## config.mk

```make
export PLATFORM = sky130hd
export DESIGN_NAME = cic_decimator_flat
export DESIGN_NICKNAME = d
export VERILOG_FILES = /design/src/rtl/cic_decimator_if.sv /design/src/rtl/cic_decimator.sv /design/src/flat_wrapper.sv
export SDC_FILE = /design/constraint.sdc
export NUM_CORES = 2
export LEC_CHECK = 0
export CAP_MARGIN = 20
export CORE_ASPECT_RATIO = 1.4
export CORE_MARGIN = 2
export CORE_UTILIZATION = 60
export DETAILED_ROUTE_END_ITERATION = 10
export PLACE_DENSITY_LB_ADDON = 0.3
export SYNTH_ARGS = -nofsm -noshare
export SYNTH_HDL_FRONTEND = slang
export SYNTH_SLANG_ARGS = --single-unit
```

## constraint.sdc

```tcl
create_clock -name clk -period 3.35 [get_ports clk]
set_input_delay 0.335 -clock clk [delete_from_list [all_inputs] [get_ports clk]]
set_output_delay 0.335 -clock clk [all_outputs]
set_load 0.01 [all_outputs]
```

## src/rtl/cic_decimator_if.sv

```systemverilog
// Streaming sample bus: signed data word, one-cycle valid qualifier and two error flags.
// Latency: none, wires only.
// Backpressure: none; the receiving side must accept every valid cycle.
interface cic_decimator_if #(
    parameter int WIDTH = 16
);
    logic [WIDTH-1:0] data;
    logic             valid;
    logic [1:0]       error;

    modport master (output data, output valid, output error);
    modport slave  (input  data, input  valid, input  error);
endinterface

```

## src/rtl/cic_decimator.sv

```systemverilog
// N-stage CIC decimator (M=1) with runtime rate and a selectable output bit window.
// Latency: output strobe STAGES+1 clocks after the edge accepting the R-th sample of a window.
// Backpressure: none; the sink is always ready and every source strobe must be taken.
module cic_decimator #(
    parameter int IN_WIDTH  = 12,
    parameter int OUT_WIDTH = 16,
    parameter int STAGES    = 4,
    parameter int MAX_RATE  = 64
) (
    input  logic               clk,
    input  logic               reset_n,
    input  logic [7:0]         rate,
    input  logic [4:0]         gain,
    cic_decimator_if.slave     ast_sink,
    cic_decimator_if.master    ast_source
);
    localparam int ACC_WIDTH = IN_WIDTH + STAGES * $clog2(MAX_RATE);
    localparam int SHIFT_MAX = ACC_WIDTH - OUT_WIDTH;
    localparam logic [7:0] MAX_R8   = 8'(MAX_RATE);
    localparam logic [4:0] SHIFT_G5 = 5'(SHIFT_MAX);

    // integrator chain
    logic signed [ACC_WIDTH-1:0] integ [STAGES];
    logic signed [ACC_WIDTH-1:0] sample_ext;

    // decimation control
    logic [7:0] cnt;
    logic [7:0] r_lat;
    logic       started;
    logic [7:0] rate_clamped;
    logic [7:0] r_eff;
    logic       capture;
    logic [1:0] err_acc;

    // capture register feeding the comb pipeline
    logic signed [ACC_WIDTH-1:0] cap_dat;
    logic                        cap_vld;
    logic [1:0]                  cap_err;

    // comb pipeline
    logic signed [ACC_WIDTH-1:0] comb_dat [STAGES];
    logic signed [ACC_WIDTH-1:0] comb_dly [STAGES];
    logic                        comb_vld [STAGES];
    logic [1:0]                  comb_err [STAGES];
    logic signed [ACC_WIDTH-1:0] stg_dat  [STAGES];
    logic                        stg_vld  [STAGES];
    logic [1:0]                  stg_err  [STAGES];

    // output window
    logic [4:0]                  gain_eff;
    logic signed [ACC_WIDTH-1:0] shifted;

    assign sample_ext = ACC_WIDTH'(signed'(ast_sink.data));

    // Clamp the requested rate into the legal range; before the first edge after
    // reset the latched rate is not yet valid, so the live (clamped) input is used.
    always_comb begin
        rate_clamped = rate;
        if (rate < 8'd2) begin
            rate_clamped = 8'd2;
        end else if (rate > MAX_R8) begin
            rate_clamped = MAX_R8;
        end
        r_eff   = started ? r_lat : rate_clamped;
        capture = ast_sink.valid && (cnt == r_eff - 8'd1);
    end

    // Integrators advance only on accepted samples; wraparound is harmless because the combs difference it out.
    always_ff @(posedge clk or negedge reset_n) begin
        if (!reset_n) begin
            for (int k = 0; k < STAGES; k++) integ[k] <= '0;
        end else if (ast_sink.valid) begin
            integ[0] <= integ[0] + sample_ext;
            for (int k = 1; k < STAGES; k++) integ[k] <= integ[k] + integ[k-1];
        end
    end

    // Sample counter, rate latch and per-window error accumulation.
    always_ff @(posedge clk or negedge reset_n) begin
        if (!reset_n) begin
            cnt     <= '0;
            r_lat   <= 8'd2;
            started <= 1'b0;
            err_acc <= '0;
        end else begin
            started <= 1'b1;
            if (!started) r_lat <= rate_clamped;
            if (ast_sink.valid) begin
                if (capture) begin
                    cnt     <= '0;
                    r_lat   <= rate_clamped;
                    err_acc <= '0;
                end else begin
                    cnt     <= cnt + 8'd1;
                    err_acc <= err_acc | ast_sink.error;
                end
            end
        end
    end

    // Capture the last integrator at window end, with the window's error flags (including this sample's).
    always_ff @(posedge clk or negedge reset_n) begin
        if (!reset_n) begin
            cap_dat <= '0;
            cap_vld <= 1'b0;
            cap_err <= '0;
        end else begin
            cap_vld <= capture;
            if (capture) begin
                cap_dat <= integ[STAGES-1];
                cap_err <= err_acc | ast_sink.error;
            end
        end
    end

    // Route each comb stage's input from the capture register or the previous stage.
    always_comb begin
        stg_dat[0] = cap_dat;
        stg_vld[0] = cap_vld;
        stg_err[0] = cap_err;
        for (int k = 1; k < STAGES; k++) begin
            stg_dat[k] = comb_dat[k-1];
            stg_vld[k] = comb_vld[k-1];
            stg_err[k] = comb_err[k-1];
        end
    end

    // Comb stages: one register per stage, each advancing only when its input is valid.
    always_ff @(posedge clk or negedge reset_n) begin
        if (!reset_n) begin
            for (int k = 0; k < STAGES; k++) begin
                comb_dat[k] <= '0;
                comb_dly[k] <= '0;
                comb_vld[k] <= 1'b0;
                comb_err[k] <= '0;
            end
        end else begin
            for (int k = 0; k < STAGES; k++) begin
                comb_vld[k] <= stg_vld[k];
                if (stg_vld[k]) begin
                    comb_dat[k] <= stg_dat[k] - comb_dly[k];
                    comb_dly[k] <= stg_dat[k];
                    comb_err[k] <= stg_err[k];
                end
            end
        end
    end

    // Select the output bit window: shifting left by g then taking the top bits truncates.
    always_comb begin
        gain_eff = (gain > SHIFT_G5) ? SHIFT_G5 : gain;
        shifted  = comb_dat[STAGES-1] << gain_eff;
    end

    // Output register: one-cycle strobe, data and error hold between strobes.
    always_ff @(posedge clk or negedge reset_n) begin
        if (!reset_n) begin
            ast_source.data  <= '0;
            ast_source.valid <= 1'b0;
            ast_source.error <= '0;
        end else begin
            ast_source.valid <= comb_vld[STAGES-1];
            if (comb_vld[STAGES-1]) begin
                ast_source.data  <= shifted[ACC_WIDTH-1 -: OUT_WIDTH];
                ast_source.error <= comb_err[STAGES-1];
            end
        end
    end
endmodule

```

## src/flat_wrapper.sv

```systemverilog
// flat-port wrapper written by rule: the top's interface ports become plain ports
module cic_decimator_flat 
#(
    parameter int IN_WIDTH  = 12,
    parameter int OUT_WIDTH = 16,
    parameter int STAGES    = 4,
    parameter int MAX_RATE  = 64
)
  (clk, reset_n, rate, gain, ast_sink_data, ast_sink_valid, ast_sink_error, ast_source_data, ast_source_valid, ast_source_error);
  cic_decimator_if #(.WIDTH(IN_WIDTH)) ast_sink_i ();
  cic_decimator_if #(.WIDTH(OUT_WIDTH)) ast_source_i ();
  input  logic clk;
  input  logic reset_n;
  input  logic [7:0] rate;
  input  logic [4:0] gain;
  input wire logic [$bits(ast_sink_i.data)-1:0] ast_sink_data;
  input wire logic [$bits(ast_sink_i.valid)-1:0] ast_sink_valid;
  input wire logic [$bits(ast_sink_i.error)-1:0] ast_sink_error;
  output wire logic [$bits(ast_source_i.data)-1:0] ast_source_data;
  output wire logic [$bits(ast_source_i.valid)-1:0] ast_source_valid;
  output wire logic [$bits(ast_source_i.error)-1:0] ast_source_error;
  assign ast_sink_i.data = ast_sink_data;
  assign ast_sink_i.valid = ast_sink_valid;
  assign ast_sink_i.error = ast_sink_error;
  assign ast_source_data = ast_source_i.data;
  assign ast_source_valid = ast_source_i.valid;
  assign ast_source_error = ast_source_i.error;
  cic_decimator #(.IN_WIDTH(IN_WIDTH), .OUT_WIDTH(OUT_WIDTH), .STAGES(STAGES), .MAX_RATE(MAX_RATE)) u_core (.clk(clk), .reset_n(reset_n), .rate(rate), .gain(gain), .ast_sink(ast_sink_i), .ast_source(ast_source_i));
endmodule
```

Word level (Yosys, flattened, before mapping)
Cells that the tools add are included.
- add/sub/neg operators: 10
- magnitude comparators: 3
- equality and inequality tests: 1
- shift-type cells: 1
- multiplexer cells: 8
- bitwise gates (word level): 1
- reduce and logical (&&, ||, !) cells: 1
- operator list (kind ; number):
    subtractor 36 bit ; 4
    adder 36 bit ; 3
    2-to-1 mux 8 bit ; 6
    adder 36 x 12 -> 36 bit ; 1
    left shift 36 x 5 -> 36 bit ; 1
    adder 8 x 1 -> 8 bit (second input constant) ; 1
    == test 8 bit ; 1
    > comparator 8 x 7 -> 1 bit (second input constant) ; 1
    < comparator 8 x 2 -> 1 bit (second input constant) ; 1
    subtractor 8 x 1 -> 8 bit (second input constant) ; 1
    > comparator 5 bit (second input constant) ; 1
    2-to-1 mux 5 bit ; 1
    2-to-1 mux 2 bit ; 1
    OR 2 bit ; 1
    logical AND 1 bit ; 1
- bits in registers: 521
- output and inout port bits: 19

Logic depth before layout (Yosys ltp)
- depth after elaboration: 9
- depth in mapped cells: 13

Worst setup path before layout
Ideal clock, no wire load.
- path kind: input to register
- from: input rate[2]
- to: register u_core.cap_dat[2]
- setup time: 0.128 ns
- arrival time: 2.772 ns
- path slack: 0.450 ns
- cell stages on the path: 10
- buffers on the path: 1
- cell sequence: or4_1 o211ai_2 o21a_1 ha_1 xor2_1 o2111ai_1 nor4b_1 o211ai_2 buf_4 mux2_1
- word-level cells in the longest chain between the ends: 7
- elaborated cells between the ends (all ways): 8
- classes of those cells: 1 x add/sub; 2 x order compare; 1 x eq/ne; 3 x mux; 1 x reduce/logical
- RTL lines (item ; line ; RTL):
    from (decl) ; flat_wrapper.sv:14 ; input logic [7:0] rate;
    > comparator 8 x 7 -> 1 bit ; cic_decimator.sv:61 ; end else if (rate > MAX_R8) begin
    2-to-1 mux 8 bit ; cic_decimator.sv:61 ;
    2-to-1 mux 8 bit (*) ; cic_decimator.sv:59 ; if (rate < 8'd2) begin
    2-to-1 mux 8 bit (*) ; cic_decimator.sv:64 ; r_eff = started ? r_lat : rate_clamped;
    subtractor 8 x 1 -> 8 bit (*) ; cic_decimator.sv:65 ; capture = ast_sink.valid && (cnt == r_eff - 8'd1);
    == test 8 bit (*) ; cic_decimator.sv:65 ;
    logical AND 1 bit (*) ; cic_decimator.sv:65 ;
    to (signal assigned) ; cic_decimator.sv:110 ; cap_dat <= integ[STAGES-1];
    to (decl) ; cic_decimator.sv:36 ; logic signed [ACC_WIDTH-1:0] cap_dat;
Every way passes the cells marked *; elsewhere a longest branch is shown, timed or not.
A chain may end at the register's enable or synchronous reset.

Final worst setup path
- from: register u_core.integ[43] (netlist name)
- to: register u_core.integ[66] (netlist name)
- word-level cells in the longest chain between the ends: 1
- RTL lines (item ; line ; RTL):
    from (decl) ; cic_decimator.sv:23 ; logic signed [ACC_WIDTH-1:0] integ [STAGES];
    adder 36 bit ; cic_decimator.sv:74 ; for (int k = 1; k < STAGES; k++) integ[k] <= integ[k] + integ[k-1];
Every way passes these cells.

==> flow_summary.toml <==
[sta]
max_clock_freq_ghz = 0.310
finalCritPeriodShare = 0.963
finalHoldViolCount = 0
tightest_slew_ns = 0.878
relSlewSlack = 0.408
fin_skew_ns = 0.0243
slew_viol_final = 0
post-route-min-period_ns = 3.23
setup_viol = 0

[route]
vias = 27900
wl_mm = 73.0
first_pass_iters = 5
avgViaCountPerCell = 5.89
drtIter0Drc = 1475
route.detailed.drc = 0
ant_nets = 0
wl_per_cell_um = 15.4

[floorplan]
dieWidth_um = 209
rows = 105
die_area_um2 = 60700
num_io_pins = 49
start_util = 0.604
coreArea_um2 = 58300
die_h_um = 291

[power]
power_w = 0.0466
power_density_nw_per_um2 = 1180
ir_drop_mv = 0.832
leakage_nw = 18.3

[run]
cap_violations = 0

[logic_synthesis]
synth_cells = 3777
synth_top_cell_area_share = 0.370
synth_nets = 4097
synth_most_common_cell = "dfrtp_1"
synthesis.area_um2 = 35200
synth.yosys.seq_area_share = 0.370
netlist_top_cells_count = "520 x dfrtp_1, 353 x nand2_1, 315 x a21oi_1"
synthArstFlopShare = 1.00
synth-edff-count = 0
synth_largest_area_cell = "dfrtp_1"
synth_top_flop_cell = "dfrtp_1"
avgSynthCellArea_um2 = 9.32
synth_seq_cells = 521
synth_area_leaders = "dfrtp_1 37%, ha_1 10%, mux2_2 7.1%"
synth_cell_type_count = 94
yosysWarnings = 0

[cts]
root_buffer = "clkbuf_16"
clock_latency_ns = 0.60
cts_max_level = 2
cts_tree = "done"
cts.sinks = 521
cts_made_buffers = 51
clkTransAtPathRegs_ns = 0.07
clock_path_buffers = 3

[placed_design]
globalplace.congestion = 0.930
io_buffers = 48
dpl.hpwl_mm = 54.7
dpl.cell_count = 4639

[final_layout]
multi_input_area_um2 = 21000
nFillCells = 4672
n_antenna_cell = 0
regArea_um2 = 13000
drive_gt1_frac = 0.143
fin_cells = 4732
nets = 4264
area_delta_synth_final_pct = 12.2

[global_routing]
grtUsageTotal = 0.243
grt_max_degree = 146
grt_pass1_wl_mm = 126
antenna_found_initial = 0
grt_pass1_vias = 28000
grt_overflow_total = 0

[worst_setup_path]
cp.arrival_ns = 3.70
path_max_fanout = 3
worstSetupPathType = "reg2reg"
cp-end-kind = "flip-flop"
startpoint_type = "flip-flop"
required_ns = 3.82

[run_status]
status = "finished, final reports clean"

[min_path]
hp-class = "in2reg"
critical path, cell delays in order (launching register included):
cell and delay (ns):
dfrtp_1 0.40, ha_1 0.33, buf_4 0.15, a2111oi_0 0.48
a21oi_2 0.13, a41oi_1 0.25, buf_4 0.20, a211oi_2 0.08
buf_4 0.17, o211a_1 0.21, o21a_1 0.18, or3_1 0.30
a31o_2 0.23
placed cells by master (no fill, tap or decap), drive strengths merged, types with 54 or more instances in the layout:
cell type	instances
ha	282
clkbuf	72
nand2	354
inv	235
buf	189
nor2	202
a21oi	316
xor2	57
o21a	64
dfrtp	520
o21ai	312
a21o	113
mux2	231
nor3	54
a211oi	57
mux2i	92
xnor2	153
repair_timing:
| action | 4_1_cts | 5_1_grt |
|---|---|---|
| hold buffers | 1 | 0 |
| gates cloned | 0 | 0 |
| endpoints found under the setup margin | 1 | 30 |
| gates resized for setup | 1 | 32 |
| setup buffers | 0 | 0 |
| pin swaps | 0 | 4 |
| endpoints found under the hold margin | 70 | 0 |
state kept, by name, indices dropped and copies added (netlist names):
name / count
u_core.cap_vld: 1
u_core.comb_err: 8
u_core.ast_source.valid: 1
u_core.comb_vld: 4
u_core.ast_source.data: 16
u_core.comb_dly: 144
u_core.r_lat: 8
u_core.ast_source.error: 2
u_core.started: 1
u_core.integ: 144
u_core.cnt: 8
u_core.cap_err: 2
u_core.err_acc: 2
u_core.cap_dat: 36
u_core.comb_dat: 144
kinds of logic after synthesis:
group	Yosys count	synth area share
adders and majority gates	291	0.105
AOI/OAI and AO/OA	1145	0.207
buffers and inverters	357	0.0391
and+or+nand+nor	926	0.125
DFF	521	0.370
xor gates and xnor gates	210	0.0522
other	1	0.000107
muxes	326	0.102
routing by layer:
| metal | GRT usage | part of all wire |
|---|---|---|
| met5 | 0 | 0 |
| met4 | 0.108 | 0.047 |
| met3 | 0.0244 | 0.022 |
| met2 | 0.483 | 0.54 |
| met1 | 0.254 | 0.39 |
final timing paths:
path / slack, ns / cells after the start / start / end
hold reg to reg: 0.47 / 1 / u_core.integ[35] / u_core.integ[35]
setup reg to reg: 0.12 / 12 / u_core.integ[43] / u_core.integ[66]
min in group asynchronous: 0.34 / 2 / reset_n / u_core.comb_dly[1]
hold / removal: 0.07 / 2 / ast_sink_valid / u_core.integ[142]
setup / recovery: 0.12 / 12 / u_core.integ[43] / u_core.integ[66]
max in group asynchronous: 2.03 / 3 / reset_n / u_core.integ[129]
per-stage QoR:
step | hold slack [ns] | setup slack, ns | util | TNS, ns | instance area [µm²]
after floorplan | 0.0394 | 0.450 | - | 0 | 35200
after global placement | 0.383 | -0.293 | 0.646 | -2.30 | 37700
after detailed placement | 0.384 | -0.283 | 0.646 | -3.51 | 37700
after CTS | 0.0431 | 0.00123 | 0.675 | 0 | 39400
after global routing | 0.0697 | -0.0145 | 0.677 | -0.0241 | 39500
final | 0.0701 | 0.122 | 0.677 | 0 | 39500
report_power, final:
part	switching (W)	internal, W	total (W)
sequential	0.00137	0.00799	0.00936
combinational	0.0163	0.0153	0.0315
clock	0.00244	0.00329	0.00573
total	0.0201	0.0266	0.0466
final cells by class:
type                       count  share of cell area
clock buffer                  72              0.0363
clock inverter                20             0.00554
inverter                     235              0.0223
multi-input combinational   2899               0.530
sequential                   521               0.330
tap                          749              0.0237
timing repair buffer         236              0.0516
No activity file was read; power rests on OpenSTA's default activity.
